## config.mk

```make
export PLATFORM = sky130hd
export DESIGN_NAME = dmc_dma
export DESIGN_NICKNAME = d
export VERILOG_FILES = /design/src/rtl/dmc_dma.sv
export SDC_FILE = /design/constraint.sdc
export NUM_CORES = 1
export LEC_CHECK = 0
export ABC_AREA = 1
export CAP_MARGIN = 40
export CORE_MARGIN = 5
export CORE_UTILIZATION = 50
export CTS_BUF_LIST = sky130_fd_sc_hd__clkbuf_4 sky130_fd_sc_hd__clkbuf_8
export CTS_CLUSTER_DIAMETER = 120
export DETAILED_ROUTE_END_ITERATION = 7
export MAX_ROUTING_LAYER = met4
export PLACE_DENSITY = 0.8
export SYNTH_ARGS = -nofsm -noshare
export SYNTH_HDL_FRONTEND = slang
export SYNTH_SLANG_ARGS = --single-unit
```

## constraint.sdc

```tcl
create_clock -name clk -period 3 [get_ports clk]
set_input_delay 0.6 -clock clk [delete_from_list [all_inputs] [get_ports clk]]
set_output_delay 0.6 -clock clk [all_outputs]
set_load 0.005 [all_outputs]
```

## src/rtl/dmc_dma.sv

```systemverilog
// DMA responder for the APU delta-modulation channel: halts the CPU, runs the
// halt/dummy/align cycles, masters one sample read and strobes the byte back to the DMC.
module dmc_dma #(
  parameter int unsigned ADDR_W = 16
) (
  input  logic              clk,
  input  logic              rst,
  input  logic              cpu_ce,
  input  logic              apu_cycle,
  input  logic [4:0]        apu_addr,
  input  logic              apu_wr,
  input  logic [7:0]        data_from_cpu,
  input  logic              dma_init,
  input  logic              dma_req,
  input  logic              cpu_rw,
  output logic              cpu_rdy,
  output logic              dma_active,
  output logic              dma_rd,
  output logic [ADDR_W-1:0] dma_addr,
  output logic              dmc_read
);

  // The halt cycle has no state of its own: PEND ends on the first CPU read cycle.
  typedef enum logic [2:0] {StIdle, StPend, StDummy, StAlign, StRead} state_e;

  state_e            state_q, state_d;
  logic [7:0]        reg4012_q, reg4012_d;
  logic [ADDR_W-1:0] cur_addr_q, cur_addr_d;
  logic              en_clr;

  assign en_clr = apu_wr && (apu_addr == 5'h15) && !data_from_cpu[4];

  always_comb begin
    state_d    = state_q;
    cpu_rdy    = 1'b1;
    dma_active = 1'b0;
    dma_rd     = 1'b0;
    dmc_read   = 1'b0;
    unique case (state_q)
      StIdle: begin
        if (dma_req) state_d = StPend;
      end
      StPend: begin
        cpu_rdy = 1'b0;
        if (en_clr) begin
          state_d = StIdle;
        end else if (cpu_ce && cpu_rw) begin
          state_d = StDummy;
        end
      end
      StDummy: begin
        cpu_rdy    = 1'b0;
        dma_active = 1'b1;
        // A get here means the next cycle is a put, so one alignment cycle is needed.
        if (cpu_ce) state_d = apu_cycle ? StRead : StAlign;
      end
      StAlign: begin
        cpu_rdy    = 1'b0;
        dma_active = 1'b1;
        if (cpu_ce) state_d = StRead;
      end
      StRead: begin
        cpu_rdy    = 1'b0;
        dma_active = 1'b1;
        dma_rd     = 1'b1;
        if (cpu_ce) begin
          dmc_read = 1'b1;
          state_d  = StIdle;
        end
      end
      default: state_d = StIdle;
    endcase
  end

  always_comb begin
    reg4012_d  = reg4012_q;
    cur_addr_d = cur_addr_q;
    if (apu_wr && (apu_addr == 5'h12)) reg4012_d = data_from_cpu;
    if (dma_init) begin
      cur_addr_d = ADDR_W'({2'b11, reg4012_q, 6'b0});
    end else if (dmc_read) begin
      cur_addr_d = (cur_addr_q == '1) ? ADDR_W'(16'h8000) : cur_addr_q + 1'b1;
    end
  end

  always_ff @(posedge clk) begin
    if (!rst) begin
      state_q    <= StIdle;
      reg4012_q  <= 8'h00;
      cur_addr_q <= ADDR_W'(16'hC000);
    end else begin
      state_q    <= state_d;
      reg4012_q  <= reg4012_d;
      cur_addr_q <= cur_addr_d;
    end
  end

  assign dma_addr = cur_addr_q;

endmodule

```

## After elaboration in Yosys (flattened, before gate mapping)

Index checks and enable logic that the tools add are counted.

| word-level totals | value |
|---|---|
| bits in registers | 27 |
| latch bits | 0 |
| RAM bits | 0 |
| ROM bits | 0 |
| input port bits | 21 |
| word-level logic and storage cells | 45 |
| memories kept | 0 |

| operators by class | value |
|---|---|
| add/subtract/negate cells | 1 |
| $mul | 0 |
| div/mod/pow operators | 0 |
| $lt $le $gt $ge | 0 |
| eq/ne operators | 12 |
| shift-type cells | 0 |
| multiplexer cells | 16 |
| bitwise logic cells | 1 |
| reduce and logical (&&, ||, !) cells | 11 |

Operators by type and width:

| operator | count |
|---|---|
| $mux 14 | 2 |
| $mux 3 | 7 |
| $add 16x1->16 const B | 1 |
| $eq 16x16->1 const B | 1 |
| $mux 16 | 1 |
| $pmux 3 s5 | 1 |
| $eq 5x5->1 const B | 2 |
| $ne 2x2->1 const B | 4 |
| $eq 3x2->1 const B | 2 |
| $mux 1 | 5 |
| $reduce_and 5->1 | 1 |
| $logic_and 1x1->1 | 4 |
| $reduce_or 4->1 | 1 |
| $eq 3x1->1 const B | 1 |
| $eq 3x3->1 const B | 1 |
| $logic_not 3->1 | 1 |
| $ne 3x3->1 const B | 1 |
| $reduce_or 3->1 | 1 |
| $reduce_bool 2->1 | 1 |
| $reduce_or 2->1 | 1 |
| $logic_not 1->1 | 1 |
| $not 1->1 | 1 |

## Depth between registers and ports, before layout

| logic depth | value |
|---|---|
| word-level depth | 5 |
| depth in mapped cells | 9 |

## Least setup slack after synthesis

Ideal clock, no wire load.

| timing path | value |
|---|---|
| kind | input to register |
| start point | input port apu_addr[2] |
| end point | register reg4012_q[0] |
| library setup time | 0.116 ns |
| arrival | 1.309 ns |
| required time | 2.884 ns |
| setup slack | 1.576 ns |
| stages on the path | 6 |
| path buffers | 0 |
| path through | inv_1 > nand4_1 > nor2_1 > inv_1 > nor2_1 > nor2_1 |

| between the ends | value |
|---|---|
| longest elaborated chain between the ends | 2 |

Ends and longest elaborated chain:

| element | RTL line | source |
|---|---|---|
| from (decl) | 10 | `input logic [4:0] apu_addr,` |
| $eq 5x5->1 | 78 | `if (apu_wr && (apu_addr == 5'h12)) reg4012_d = data_from_cpu;` |
| $logic_and 1x1->1 | 78 |  |
| to (signal assigned) | 93 | `reg4012_q <= reg4012_d;` |
| to (decl) | 27 | `logic [7:0] reg4012_q, reg4012_d;` |

No other way between the ends.
A chain may end at the register's enable or synchronous reset.

## Worst setup path after layout

| timing path | value |
|---|---|
| start point | input port cpu_ce |
| end point | output port dmc_read |

| between the ends | value |
|---|---|
| longest elaborated chain between the ends | 2 |

Ends and longest elaborated chain:

| element | RTL line | source |
|---|---|---|
| from (decl) | 8 | `input logic cpu_ce,` |
| $mux 1 | 66 | `if (cpu_ce) begin` |
| $mux 1 | 39 | `unique case (state_q)` |
| to (decl) | 20 | `output logic dmc_read` |

No other way between the ends.

==> results_dict.tcl <==
set metrics [dict create \
    drtIter0Drc 98 \
    drive_above_1_share_pct 7.86 \
    cts_root_buf "clkbuf_4" \
    vias 1569 \
    synth_top_family_by_area "simple AND/OR/NAND/NOR gates" \
    maxCapViolCount 0 \
    stdcell_area_um2 1990 \
    path_max_fanout 12 \
    use_met3_pct 3.25 \
    clock_path_buffers 2 \
    dp.cells 309 \
    h-tree-depth 1 \
    layout_common_cells "nand2_1 (57), nor2_1 (42), clkdlybuf4s50_1 (40), inv_1 (27), dfxtp_1 (27)" \
    synth-xor-area-share_pct 4.00 \
    relSlewSlack_pct 74.5 \
    grt_pass1_wl_um 6030 \
    grt_antenna_before_repair 0 \
    worstReg2RegStart "dma_addr[1]$_SDFFE_PP0P_" \
    placed_area_um2 1960 \
    hold_violations 0 \
    place.gp.congestion 0.895 \
    fmax_mhz 400 \
    antenna_cells 0 \
    grt.total_usage_pct 17.7 \
    worstPathRequired_ps 2400 \
    yosysSeqAreaShare_pct 35.2 \
    io_pins 41 \
    final_antenna_net_count 0 \
    syn-mean-instance-area_um2 6.42 \
    initial_utilization_pct 51.1 \
    synth-compound-area-share_pct 12.1 \
    use_met1_pct 23.2 \
    die_x_um 65.4 \
    final_cells 313 \
    setup_viol 0 \
    post_cts_buffers 0 \
    cts_num_sinks 27 \
    synth_area_um2 1530 \
    layout_commonest_cell "nand2_1" \
    rows 20 \
    yosys_warnings 0 \
    outcome "completed" \
    core_um2 3000 \
    clkTransAtPathRegs_ps 140 \
    drc 0 \
    dp.final_hpwl_um 2810 \
    routed_wl_um 3550 \
    power_density_nw_per_um2 408 \
    die_y_um 65.4 \
    worst_slew_pin_slew_ps 381 \
    power_w 0.000812 \
    grt_max_degree 15 \
    synth_cells 239 \
    r2r_slack_ps 1360 \
    numCtsBuffers 3 \
    slew_violations 0 \
    fin_setup_tns_ps 0 \
    worst_clock_skew_ps 4.31 \
    fin_nets 303 \
    worstPathArrival_ps 1900 \
    grt_pass1_vias 1428 \
    seqCellArea_um2 541 \
    overflow 0 \
    period_needed_ps 2500 \
    syn_to_final_growth_pct 29.8 \
    synth_mux_area_share_pct 0 \
    vias_per_cell 5.01 \
    synth-seq-cells 27 \
    p_leak_nw 0.748 \
    insertion_delay_ps 330 \
    first_pass_iters 4 \
    cts_resized 0 \
    synth_nets 261 \
    fillCellCount 283 \
    top_usage_layer "met2" \
    multi_input_area_um2 861 \
    hold_buffers 0 \
    worstHoldStart "dma_addr[14]$_SDFFE_PP1P_" \
    hold_class "flip-flop to flip-flop" \
    design.die.area_um2 4280 \
    synthAdderAreaFrac_pct 0.816 \
    critPathCaptureType "output port" \
    fin_crit_sh_pct 83.3 \
    cp-start-kind "input pin" \
    portBuffers 40 \
    grtUsageMet2_pct 29.0 \
    crit_type "input pin to output port" \
    ys_types 26 \
    vdd.ir_drop.worst_v 0.000225 \
    cts_tree "built" \
    synth-simple-area-share_pct 39.2 \
    timing.critical_path.from "cpu_ce" \
    rsz0062_at_grt "no" \
    wire_per_inst_um 11.3 \
]
state kept, by name, summed over array words and instances (netlist names):
signal	flops
dma_addr	16
state_q	3
reg4012_q	8
critical path, cell delays in order:
cell and delay (ps):
clkdlybuf4s50_1 550, nand2_4 140, clkinv_2 110, clkdlybuf4s50_1 500
stage by stage:
| step | setup slack [ps] | util (%) | hold WS, ps |
|---|---|---|---|
| 2_1_floorplan | 1580 | - | 478 |
| 3_3_place_gp | 520 | 65.3 | 494 |
| 3_5_place_dp | 493 | 65.3 | 504 |
| 4_1_cts | 488 | 66.3 | 525 |
| 5_1_grt | 447 | 66.3 | 534 |
| 6_report | 500 | 66.3 | 516 |
final timing paths:
path / endpoint / cells after the start
min reg2reg: dma_addr[14]$_SDFFE_PP1P_ / 2
min: dma_addr[14]$_SDFFE_PP1P_ / 2
max reg2reg: dma_addr[10]$_SDFFE_PN0P_ / 8
max: dmc_read / 4
routing by layer:
layer | share of wire (%) | up-vias
li1 | - | 844
met1 | 49 | 684
met2 | 45 | 39
met3 | 4.6 | 2
met4 | 0.45 | 0
met5 | 0 | -
layout make-up:
class / count / share of cell area [%]
Multi-Input combinational cell: 179 / 43.2
Sequential cell: 27 / 27.2
Timing Repair Buffer: 41 / 20.5
Inverter: 29 / 5.53
Tap cell: 33 / 2.07
Clock buffer: 4 / 1.51
where the power goes:
part | switching (W) | internal (W) | leakage [nW]
logic | 0.000118 | 0.000124 | 0.511
clock network | 0.000106 | 0.0000613 | 0.0184
registers | 0.0000261 | 0.000378 | 0.218
cell usage after synthesis, drive strengths merged:
library cell	count	area, µm²
nand3	13	65.1
ha	1	12.5
clkinv	1	5.00
inv	28	105
o21ai	17	88.8
a21oi	17	88.8
nor2	49	211
clkbuf	3	11.3
a211oi	1	7.51
nand2	61	244
or2	2	12.5
buf	1	11.3
xor2	5	43.8
nor3	4	25.0
nand4	7	43.8
xnor2	2	17.5
dfxtp	27	541
cell families (layout without fill, tap and decap cells):
group	after synthesis	count (layout)
XOR/XNOR	7	7
adder cells (fa/ha/maj)	1	1
flip-flops	27	27
AND/OR/NAND/NOR	136	136
buffers and inverters	33	74
AO/OA/AOI/OAI	35	35
No activity file was read; power rests on OpenSTA's default activity.
